`src/rtl/divider64.sv`:
```
// 64-bit restoring divider: one quotient bit per clock, 64 iterations per operation.
// Build with DIVIDER64_SIGNED_EN defined for two's-complement operands (default: unsigned).
module divider64 (
   input  logic        clk,
   input  logic        reset_n,
   input  logic        op_start,
   input  logic        op_clear,
   input  logic [63:0] dividend,
   input  logic [63:0] divisor,
   output logic [63:0] quotient,
   output logic [63:0] remainder,
   output logic        op_done,
   output logic        div_zero
);

   // state | meaning
   // IDLE  | waiting for op_start; outputs held at zero
   // DIV   | one restoring iteration per edge (or one edge for a zero divisor)
   // DONE  | results valid, held until op_clear
   typedef enum logic [1:0] {IDLE, DIV, DONE} state_t;

   state_t        state, state_nxt;
   logic [6:0]    count, count_nxt;
   logic [127:0]  work, work_nxt;
   logic [63:0]   dvs, dvs_nxt;
   logic          dz, dz_nxt;
   logic [63:0]   quotient_nxt, remainder_nxt;
   logic          op_done_nxt, div_zero_nxt;

   logic [63:0]   mag_a, mag_b;
   logic [127:0]  work_sh, work_iter;
   logic [64:0]   sub;
   logic          fits;
   logic [63:0]   q_raw, r_raw, q_fin, r_fin;

   function automatic logic [64:0] cla_add(input logic [63:0] a, input logic [63:0] b,
                                           input logic cin);
      logic [63:0] g, p, s;
      logic [15:0] gg, gp;
      logic [16:0] gc;
      logic [64:0] c;
      g = a & b;
      p = a ^ b;
      for (int j = 0; j < 16; j++) begin
         gg[j] = g[4*j+3] | (p[4*j+3] & g[4*j+2]) | (p[4*j+3] & p[4*j+2] & g[4*j+1])
               | (p[4*j+3] & p[4*j+2] & p[4*j+1] & g[4*j]);
         gp[j] = &p[4*j +: 4];
      end
      gc[0] = cin;
      for (int j = 0; j < 16; j++)
         gc[j+1] = gg[j] | (gp[j] & gc[j]);
      for (int j = 0; j < 16; j++) begin
         c[4*j]   = gc[j];
         c[4*j+1] = g[4*j] | (p[4*j] & gc[j]);
         c[4*j+2] = g[4*j+1] | (p[4*j+1] & g[4*j]) | (p[4*j+1] & p[4*j] & gc[j]);
         c[4*j+3] = g[4*j+2] | (p[4*j+2] & g[4*j+1]) | (p[4*j+2] & p[4*j+1] & g[4*j])
                  | (p[4*j+2] & p[4*j+1] & p[4*j] & gc[j]);
      end
      c[64] = gc[16];
      s     = p ^ c[63:0];
      return {c[64], s};
   endfunction

`ifdef DIVIDER64_SIGNED_EN
   logic neg_q, neg_q_nxt, neg_r, neg_r_nxt;
   assign mag_a = dividend[63] ? -dividend : dividend;
   assign mag_b = divisor[63]  ? -divisor  : divisor;
   assign q_fin = dz ? '1 : (neg_q ? -q_raw : q_raw);
   assign r_fin = neg_r ? -r_raw : r_raw;
`else
   assign mag_a = dividend;
   assign mag_b = divisor;
   assign q_fin = dz ? '1 : q_raw;
   assign r_fin = r_raw;
`endif

   // Bit 127 shifted out means the partial remainder exceeds 2^64, so the subtract always fits.
   assign work_sh   = {work[126:0], 1'b0};
   assign sub       = cla_add(work_sh[127:64], ~dvs, 1'b1);
   assign fits      = sub[64] | work[127];
   assign work_iter = fits ? {sub[63:0], work_sh[63:1], 1'b1} : work_sh;
   assign q_raw     = work_iter[63:0];
   assign r_raw     = dz ? work[63:0] : work_iter[127:64];

   always_ff @(posedge clk or negedge reset_n) begin
      if (!reset_n) state <= IDLE;
      else          state <= state_nxt;
   end

   always_comb begin
      state_nxt = state;
      if (op_clear) state_nxt = IDLE;
      else begin
         case (state)
            IDLE:    if (op_start) state_nxt = DIV;
            DIV:     if (dz || count == 7'd63) state_nxt = DONE;
            DONE:    state_nxt = DONE;
            default: state_nxt = IDLE;
         endcase
      end
   end

   always_comb begin
      work_nxt      = work;
      count_nxt     = count;
      dvs_nxt       = dvs;
      dz_nxt        = dz;
      quotient_nxt  = quotient;
      remainder_nxt = remainder;
      op_done_nxt   = op_done;
      div_zero_nxt  = div_zero;
`ifdef DIVIDER64_SIGNED_EN
      neg_q_nxt     = neg_q;
      neg_r_nxt     = neg_r;
`endif
      if (op_clear) begin
         work_nxt      = '0;
         count_nxt     = '0;
         dvs_nxt       = '0;
         dz_nxt        = 1'b0;
         quotient_nxt  = '0;
         remainder_nxt = '0;
         op_done_nxt   = 1'b0;
         div_zero_nxt  = 1'b0;
      end else begin
         case (state)
            IDLE: if (op_start) begin
               work_nxt  = {64'd0, mag_a};
               dvs_nxt   = mag_b;
               dz_nxt    = (divisor == 64'd0);
               count_nxt = '0;
`ifdef DIVIDER64_SIGNED_EN
               neg_q_nxt = dividend[63] ^ divisor[63];
               neg_r_nxt = dividend[63];
`endif
            end
            DIV: begin
               if (!dz) begin
                  work_nxt  = work_iter;
                  count_nxt = count + 7'd1;
               end
               if (dz || count == 7'd63) begin
                  quotient_nxt  = q_fin;
                  remainder_nxt = r_fin;
                  op_done_nxt   = 1'b1;
                  div_zero_nxt  = dz;
               end
            end
            default: ;
         endcase
      end
   end

   always_ff @(posedge clk or negedge reset_n) begin
      if (!reset_n) begin
         work      <= '0;
         count     <= '0;
         dvs       <= '0;
         dz        <= 1'b0;
         quotient  <= '0;
         remainder <= '0;
         op_done   <= 1'b0;
         div_zero  <= 1'b0;
`ifdef DIVIDER64_SIGNED_EN
         neg_q     <= 1'b0;
         neg_r     <= 1'b0;
`endif
      end else begin
         work      <= work_nxt;
         count     <= count_nxt;
         dvs       <= dvs_nxt;
         dz        <= dz_nxt;
         quotient  <= quotient_nxt;
         remainder <= remainder_nxt;
         op_done   <= op_done_nxt;
         div_zero  <= div_zero_nxt;
`ifdef DIVIDER64_SIGNED_EN
         neg_q     <= neg_q_nxt;
         neg_r     <= neg_r_nxt;
`endif
      end
   end

endmodule
```
`config.mk`:
```
export PLATFORM = sky130hd
export DESIGN_NAME = divider64
export DESIGN_NICKNAME = d
export VERILOG_FILES = /design/src/rtl/divider64.sv
export SDC_FILE = /design/constraint.sdc
export NUM_CORES = 1
export LEC_CHECK = 0
export ABC_AREA = 0
export CORE_MARGIN = 2
export CORE_UTILIZATION = 51
export CTS_BUF_LIST = sky130_fd_sc_hd__clkbuf_8
export CTS_CLUSTER_SIZE = 28
export DETAILED_ROUTE_END_ITERATION = 6
export PLACE_DENSITY = 0.79
export SLEW_MARGIN = 0
export SYNTH_ARGS = -nofsm -noshare
export SYNTH_HDL_FRONTEND = slang
export SYNTH_SLANG_ARGS = --single-unit
export TNS_END_PERCENT = 1
```
`constraint.sdc`:
```
create_clock -name clk -period 3.05 [get_ports clk]
set_clock_uncertainty 0.05 [all_clocks]
set_input_delay 0.61 -clock clk [delete_from_list [all_inputs] [get_ports clk]]
set_output_delay 0.61 -clock clk [all_outputs]
set_load 0.01 [all_outputs]
```
# Word level (Yosys, flattened, before mapping)
# Index checks and enable logic that the tools add are counted.
# classes
addsub	1
multipliers	0
div_mod_pow	0
magnitude_cmp	0
n_eq_ne	6
shift	0
muxes	33
bitwise_logic	401
reduce_logical	28
# ops
op	count
$mux 64	11
$mux 128	4
$pmux 128 s2	1
$and 1x1->1	236
$or 1x1->1	161
$xor 64x64->64	2
$and 64x64->64	1
$logic_not 64->1	1
$not 64->64	1
$reduce_and 4->1	16
$mux 7	3
$pmux 7 s2	1
$mux 1	9
$ne 3x3->1 const B	3
$reduce_bool 2->1	4
$add 7x1->7 const B	1
$eq 7x6->1 const B	1
$mux 2	3
$pmux 2 s3	1
$reduce_and 2->1	3
$reduce_and 3->1	1
$reduce_bool 3->1	1
$eq 2x1->1 const B	1
$eq 2x2->1 const B	1
other kinds (2)	2
# totals
register_bits	332
latch_bits	0
mem_bits_rw	0
mem_bits_ro	0
input_bits	132
wordCells	478
mem_count	0

# Longest topological paths before layout
# Gate-level depths: netlist (run 1).
# depth
word_depth	43
depth_mapped	16
ltp_nobuf	16

# Least setup slack after synthesis (run 1)
# No wires, ideal clock.
# synth_timing
path_type	register to register
from	reg work[88]
to	reg remainder[56]
t_arrival_ns	3.024
required_time_ns	2.917
slack_ns	-0.106
path_stages_with_launch	14
n_path_buf	1
period_less_slack_ns	3.156
path_cell_list	dfrtp_1 -> ha_1 -> a21oi_1 -> o21ai_1 -> a221o_1 -> a2bb2oi_2 -> nor4b_2 -> or2_0 -> buf_2 -> o21a_1 -> fa_1 -> nand3_1 -> o21ai_0 -> o21ai_0
# synth_between
elab_chain_cells	29
elab_cells_between_ends	35
cone_classes	mux (5); bitwise (29); reduce/logical (1)
# synth_rtl
element	line	source
start: declaration	24	logic [127:0] work, work_nxt;
start signal: assignment	169	work <= work_nxt;
$and 64x64->64 or $xor 64x64->64 (tied branches)	42, 43	
$and 1x1->1 (on tied branches)	45, 46	
$or 1x1->1 or $and 1x1->1 (tied branches)	45, 46	
$or 1x1->1	46	| (p[4*j+3] & p[4*j+2] & p[4*j+1] & g[4*j]);
$or 1x1->1 (*)	51	gc[j+1] = gg[j] | (gp[j] & gc[j]);
$and 1x1->1 (*)	51	
$or 1x1->1 (*)	51	
$and 1x1->1 (*)	51	
(+13 left out)	--	
$and 1x1->1	51	
$or 1x1->1	51	
$or 1x1->1	80	assign fits = sub[64] | work[127];
$mux 128 (*)	81	assign work_iter = fits ? {sub[63:0], work_sh[63:1], 1'b1} : work_sh;
$mux 64 (*)	83	assign r_raw = dz ? work[63:0] : work_iter[127:64];
$mux 64 (*)	142	if (dz || count == 7'd63) begin
$mux 64 (*)	126	case (state)
$mux 64 (*)	116	if (op_clear) begin
end signal: assignment	174	remainder <= remainder_nxt;
end: declaration	11	output logic [63:0] remainder,
# Every way passes the cells marked *; elsewhere a longest branch is shown, timed or not. The select of a mux whose other input is x is not followed.
# A chain may end at the register's enable or synchronous reset.

# Worst setup path in the final report (run 1)
# layout_timing
from	reg work[94]
to	reg remainder[9]
# layout_between
elab_chain_cells	28
elab_cells_between_ends	35
cone_classes	mux (5); bitwise (29); reduce/logical (1)
# layout_rtl
element	line	source
$xor 64x64->64	43	p = a ^ b;
$and 1x1->1 (on tied branches)	45, 46	
$or 1x1->1 (tied with other cells)	45	gg[j] = g[4*j+3] | (p[4*j+3] & g[4*j+2]) | (p[4*j+3] & p[4*j+2] & g[4*j+1])
$or 1x1->1 or $and 1x1->1 (tied branches)	45, 46	
$or 1x1->1	46	
$or 1x1->1 (*)	51	
$and 1x1->1 (*)	51	
$or 1x1->1 (*)	51	
(+12 left out)	--	
$and 1x1->1 (*)	51	
$or 1x1->1 (*)	51	
$or 1x1->1 (*)	80	
$mux 128 (*)	81	
$mux 64 (*)	83	
$mux 64 (*)	142	
$mux 64 (*)	126	
$mux 64 (*)	116	
# Marks and branches as above.

==> flow_summary_export.csv, run 1 <==
group,metric,value,unit
run_status,run_status,"complete, but fails checks",
run_status,violations,"setup timing",
worst_setup_path,worst_path_max_delay_cell,"dfrtp_1",
layout,nFillCells,2506,
yosys,synthTopCellsByArea,"dfrtp_1 (47%), o21ai_0 (7.6%), nand2_1 (6.2%), ha_1 (4.9%), nand2b_1 (2.8%)",
global_route,first_global_vias,16500,
floorplanning,die_ht,191,um
floorplanning,fp.dieW,191,um
yosys,syn_avg_cell_area,9.27,sq um
layout,num_antenna_cells,0,
clock_network,clkSlewWorstSetupHoldPaths,0.06,ns
sta,rsz_0062_raised_after_global_routing,"yes",
layout,final_net_count,2559,
worst_setup_path,slowest_stage_delay_cp,0.43,ns
global_route,grt_util_all_layers,0.319,
yosys,most_common_cell_in_the_synthesized_netlist,"dfrtp_1",
layout,share_of_layout_cells_above_drive_strength_1,0.201,
yosys,syn-num-nets,2130,
placed_design,place_ws,-0.397,ns
floorplanning,design.portCount,262,
yosys,synth-edff-count,0,
layout,final_util,0.716,
sta,tightestPinTransition,0.881,ns
worst_setup_path,cp.arrival,3.67,ns
worst_setup_path,cp_delay_by_family_top,"simple AND/OR/NAND/NOR gates",
clock_network,clock_tree_from_tritoncts,"yes",
clock_network,clockBufferDepth,3,
yosys,yosys.area_share.simple,0.163,
route,wl_per_cell,20.9,um
sta,post-route-min-period,3.24,ns
sta,slew_headroom,0.411,
worst_setup_path,timing.critical_path.required,3.48,ns
route,drtIter0Drc,1756,
placed_design,dp_hpwl,41600,um
sta,finalMaxSlewViolations,0,
clock_network,clk-insertion-delay-late,0.62,ns
clock_network,clock-root-buffer,"clkbuf_8",
worst_hold_path,hp-class,"flop to flop",
sta,setup_ws,-0.189,ns
yosys,synth.area.mux_share,0.0239,
yosys,top_cells_by_count_synth,"dfrtp_1 (332), nand2_1 (295), o21ai_0 (269)",
yosys,ys.warnings.count,0,
floorplanning,initial_utilization,0.516,
power,report.power.total,12.7,mW
sta,timing_hold_violations_final,0,
worst_setup_path,cp_max_fo,8,
floorplanning,core.rowCount,68,
route,drc,0,
yosys,synth.yosys.seq_area_share,0.468,
yosys,synth_top_cell_area_share,0.468,
yosys,synth-compound-area-share,0.212,
route,vias,17000,
yosys,adder_cell_fraction_of_synth_area,0.0656,
worst_setup_path,setup.worst_path.start_class,"flop",
yosys,netlist_instances,1914,
worst_setup_path,timing.setup.critical_path_class,"flop to flop",
sta,final-setup-viol-count,107,
layout,synthToLayoutAreaGrowth,38.7,%
placed_design,io_buffer_count,261,
route,drt-vias-per-instance,6.00,
global_route,grt_pass1_wl,90800,um
power,ir_worst_vdd,0.347,mV
yosys,synth.largest_area_cell,"dfrtp_1",
yosys,ys_seq_elements,332,
placed_design,globalplace.congestion,0.951,
worst_setup_path,worst-path-buf-inv,4,
global_route,grt_start_max_net_pins,87,
global_route,antenna_found_initial,0,
clock_network,cts_num_sinks,332,
worst_setup_path,worst_setup_path_end_kind,"flop",
floorplanning,design.die.area,36300,sq um
power,p_leak,11.0,nW
clock_network,htreeDepth,2,
route,firstDrtPassIters,6,
sta,finalSetupTns,-8.72,ns
yosys,ys.flop_type,"dfrtp_1",
sta,max_freq,309,MHz
global_route,global_route.overflow_total,0,
yosys,synthesis.area,17700,sq um
power,power_density,516,nW/um^2
worst_setup_path,path_cells,"ha_4 -> nand4_1 -> nor4_4 -> nand4_1 -> a21oi_4 -> nor2_2 -> buf_4 -> o2111ai_4 -> buf_12 -> buf_12 -> nand3_1 -> o21ai_1 -> buf_4 -> o21ai_1",
yosys,synth_async_sr_flop_share,1.00,
floorplanning,floorplan.core_area,34400,sq um
route,wl,59300,um
yosys,synth_top_family_by_area,"compound AO/OA/AOI/OAI gates",
yosys,post_synth_xor_area_fraction,0.0168,
route,final_antenna_net_count,0,
sta,period_share,1.06,
clock_network,cts-buffers-inserted,52,
job,max_cap_violations,0,
yosys,post_synth_num_cell_types,68,
power breakdown:
part	total (mW)	internal, mW	switching (mW)
sequential	5.34	4.84	0.495
combinational	3.34	1.41	1.92
clock	4.02	2.23	1.79
per-layer routing:
layer | track usage | vias to the layer above | routed length, um
li1 | - | 7700 | -
met1 | 0.460 | 8238 | 24900
met2 | 0.482 | 924 | 26300
met3 | 0.0650 | 143 | 6080
met4 | 0.104 | 0 | 1940
met5 | 0 | - | 0
sequential cells by signal (all words and copies together) (netlist names):
register and flops:
count 7, remainder 64, state 2, div_zero 1
op_done 1, work 128, dz 1, quotient 64
dvs 64
cells in the final DEF, fill, tap and decap left out, types with 28 or more instances in the layout:
cell type,Yosys,final
a221o_1,49,49
and3_1,56,55
o21ai_2,0,30
dfrtp_1,332,329
inv_1,102,101
ha_4,0,28
a21oi_1,48,34
nand2b_1,80,78
buf_4,0,214
clkdlybuf4s50_1,0,259
o21ai_0,269,190
o21ai_1,30,78
nand3_1,42,40
nand2_1,295,292
nor2_1,42,38
a22oi_1,49,49
clkbuf_8,0,71
ha_1,69,40
worst register-to-register path: cells and delay by family (launching register included):
| family | cells | cell delay [ns] |
|---|---|---|
| simple gates | 5 | 0.89 |
| compound gates | 4 | 0.80 |
| buf+inv | 4 | 0.66 |
| flops | 1 | 0.43 |
| fa+ha+maj | 1 | 0.29 |
layout make-up:
| type | instances | area (sq um) | share of cell area |
|---|---|---|---|
| clock buffers | 71 | 977 | 0.0397 |
| clock inverters | 20 | 141 | 0.00575 |
| inverters | 102 | 383 | 0.0156 |
| multi-input cells | 1352 | 9470 | 0.385 |
| flip-flops and latches | 332 | 8310 | 0.338 |
| well taps | 455 | 569 | 0.0231 |
| repair buffers | 503 | 4760 | 0.193 |
path summary, 6_finish.rpt:
check,startpoint,to,slack [ns],cells past startpoint
min reg2reg,quotient[9],quotient[9],0.41,2
max,work[94],remainder[9],-0.19,14
max reg2reg,work[94],remainder[9],-0.19,14
max in group asynchronous,reset_n,work[39],1.65,3
min in group asynchronous,reset_n,dvs[31],0.53,2
min,quotient[9],quotient[9],0.41,2
metrics by stage:
step                hold WS [ns]  area, sq um  cells
CTS                        0.420        24100   2830
finish                     0.413        24600   2835
global route               0.436        24600   2835
floorplan                  0.264        17900   1914
global placement           0.400        22500   2727
detailed placement         0.405        22500   2727
kinds of logic (layout without fill, tap and decap cells):
family / count (synthesis) / in the layout
XOR/XNOR: 34 / 34
adder cells (fa/ha/maj): 84 / 84
AO/OA/AOI/OAI: 591 / 591
AND/OR/NAND/NOR: 601 / 601
flip-flops: 332 / 332
buffers and inverters: 230 / 696
multiplexers: 42 / 42
repair_timing:
item	CTS	global route
hold endpoints to repair	64	0
pin swaps	38	39
hold buffers	1	0
gates resized for setup	86	149
endpoints found under the setup margin	128	129
gates cloned	3	0
buffers inserted	8	5
No activity file was read; power rests on OpenSTA's default activity.
==> run 2: changes to the inputs <==
--- a/config.mk
+++ b/config.mk
@@ -9,10 +9,9 @@
 export CORE_MARGIN = 2
 export CORE_UTILIZATION = 51
 export CTS_BUF_LIST = sky130_fd_sc_hd__clkbuf_8
-export CTS_CLUSTER_SIZE = 28
+export CTS_CLUSTER_SIZE = 40
 export DETAILED_ROUTE_END_ITERATION = 6
 export PLACE_DENSITY = 0.79
-export SLEW_MARGIN = 0
 export SYNTH_ARGS = -nofsm -noshare
 export SYNTH_HDL_FRONTEND = slang
 export SYNTH_SLANG_ARGS = --single-unit
==> flow_summary_export.csv, run 2 (synthesis results as in run 1) <==
group,metric,value,unit
power,p_leak,11.0,nW
worst_hold_path,hp-class,"flop to flop",
sta,setup_ws,-0.177,ns
power,power_density,511,nW/um^2
global_route,grt_start_max_net_pins,87,
floorplanning,initial_utilization,0.516,
layout,most_common_cell_after_layout_fill_and_taps_aside,"dfrtp_1",
layout,final_instance_area,24500,sq um
layout,largest_reg_flops,128,
layout,share_of_layout_cells_above_drive_strength_1,0.194,
floorplanning,die_ht,191,um
route,drt-vias-per-instance,5.97,
route,drc,4,
floorplanning,core.rowCount,68,
power,ir_worst_vdd,0.326,mV
floorplanning,design.die.area,36300,sq um
layout,top_register,"work",
sta,tightestPinTransition,0.888,ns
placed_design,globalplace.congestion,0.951,
clock_network,clkSlewWorstSetupHoldPaths,0.06,ns
route,final_antenna_net_count,0,
clock_network,clk-insertion-delay-late,0.62,ns
sta,period_share,1.06,
route,drtIter0Drc,1818,
layout,nFillCells,2510,
worst_setup_path,timing.critical_path.required,3.48,ns
route,firstDrtPassIters,7,
worst_setup_path,cp_max_fo,13,
worst_setup_path,cp.arrival,3.66,ns
placed_design,io_buffer_count,261,
clock_network,clock_tree_from_tritoncts,"yes",
global_route,first_global_vias,16500,
route,vias,16900,
sta,rsz_0062_raised_after_global_routing,"yes",
clock_network,cts-buffers-inserted,52,
sta,max_freq,310,MHz
run_status,run_status,"complete, but fails checks",
route,wl_per_cell,20.7,um
clock_network,htreeDepth,2,
global_route,grt_util_all_layers,0.319,
sta,post-route-min-period,3.23,ns
layout,final_net_count,2561,
global_route,antenna_found_initial,0,
route,wl,58800,um
sta,timing_hold_violations_final,0,
sta,final-setup-viol-count,113,
placed_design,dp_hpwl,41600,um
global_route,global_route.overflow_total,0,
clock_network,clock-root-buffer,"clkbuf_8",
power,report.power.total,12.5,mW
clock_network,cts_num_sinks,332,
placed_design,dpl-instance-area,22500,sq um
sta,finalSetupTns,-8.91,ns
layout,num_antenna_cells,0,
run_status,violations,"DRC, setup timing",
sta,finalMaxSlewViolations,0,
floorplanning,fp.dieW,191,um
layout,layout.cells.most_common_list,"dfrtp_1 (331), nand2_1 (292), clkdlybuf4s50_1 (259)",
floorplanning,design.portCount,262,
global_route,grt_pass1_wl,90900,um
clock_network,clockBufferDepth,3,
placed_design,place_ws,-0.397,ns
sta,slew_headroom,0.407,
layout,synthToLayoutAreaGrowth,38.3,%
worst_setup_path,setup.worst_path.start_class,"flop",
job,max_cap_violations,0,
floorplanning,floorplan.core_area,34400,sq um
worst_setup_path,worst_setup_path_end_kind,"flop",
worst_setup_path,timing.setup.critical_path_class,"flop to flop",
run 2: cell count changes in the layout (fill, tap and decap cells not counted), sizes merged:
cell,previous run,this run
clkinv,4,6
clkbuf,71,72
bufinv,2,1
run 2: final cells by class:
cell class | instances | area [sq um] | share of cell area
multi-input cells | 1352 | 9380 | 0.382
repair buffers | 505 | 4810 | 0.196
clock buffers | 70 | 963 | 0.0393
flip-flops and latches | 332 | 8310 | 0.339
well taps | 455 | 569 | 0.0232
inverters | 102 | 383 | 0.0156
clock inverters | 21 | 121 | 0.00495
run 2: worst paths after layout:
path | from | endpoint | slack, ns | depth (start not counted)
min | quotient[0] | quotient[0] | 0.41 | 2
min in group asynchronous | reset_n | dvs[56] | 0.52 | 2
max in group asynchronous | reset_n | work[16] | 1.65 | 3
max | work[94] | work[88] | -0.18 | 14
max reg2reg | work[94] | work[88] | -0.18 | 14
min reg2reg | quotient[0] | quotient[0] | 0.41 | 2
run 2: worst max-delay path, cell delays in order, from the launching register on:
cell	delay (ns)
dfrtp_1	0.43
ha_4	0.29
nand4_1	0.18
nor4_4	0.34
nand4_1	0.19
a21oi_4	0.23
nor2_2	0.09
buf_4	0.15
o2111ai_4	0.33
buf_12	0.17
buf_16	0.15
nand3_1	0.10
o21ai_1	0.14
buf_4	0.18
o21ai_1	0.07
run 2: timing repair:
| item | in CTS | in global routing |
|---|---|---|
| pin swaps | 38 | 33 |
| setup endpoints to repair | 128 | 129 |
| gates cloned | 3 | 2 |
| hold buffers | 1 | 0 |
| hold endpoints to repair | 64 | 0 |
| setup buffers | 9 | 4 |
| gates resized for setup | 94 | 115 |
run 2: layer usage:
metal / GRT usage / up-vias / wire length, um
li1: - / 7700 / -
met1: 0.458 / 8176 / 24900
met2: 0.483 / 911 / 25900
met3: 0.0675 / 160 / 6080
met4: 0.105 / 0 / 2020
met5: 0 / - / 0
run 2: report_power, final:
part           switching, mW  internal, mW  total [mW]
Sequential             0.492          4.84        5.34
Clock                   1.79          2.12        3.91
Combinational           1.90          1.40        3.30
Total                   4.18          8.37        12.5
run 2: metrics by stage:
| step | instances | hold slack [ns] | utilization |
|---|---|---|---|
| 3_3_place_gp | 2727 | 0.400 | 0.655 |
| 3_5_place_dp | 2727 | 0.405 | 0.655 |
| 2_1_floorplan | 1914 | 0.264 | - |
| 6_report | 2837 | 0.413 | 0.714 |
| 5_1_grt | 2837 | 0.436 | 0.714 |
| 4_1_cts | 2831 | 0.420 | 0.701 |
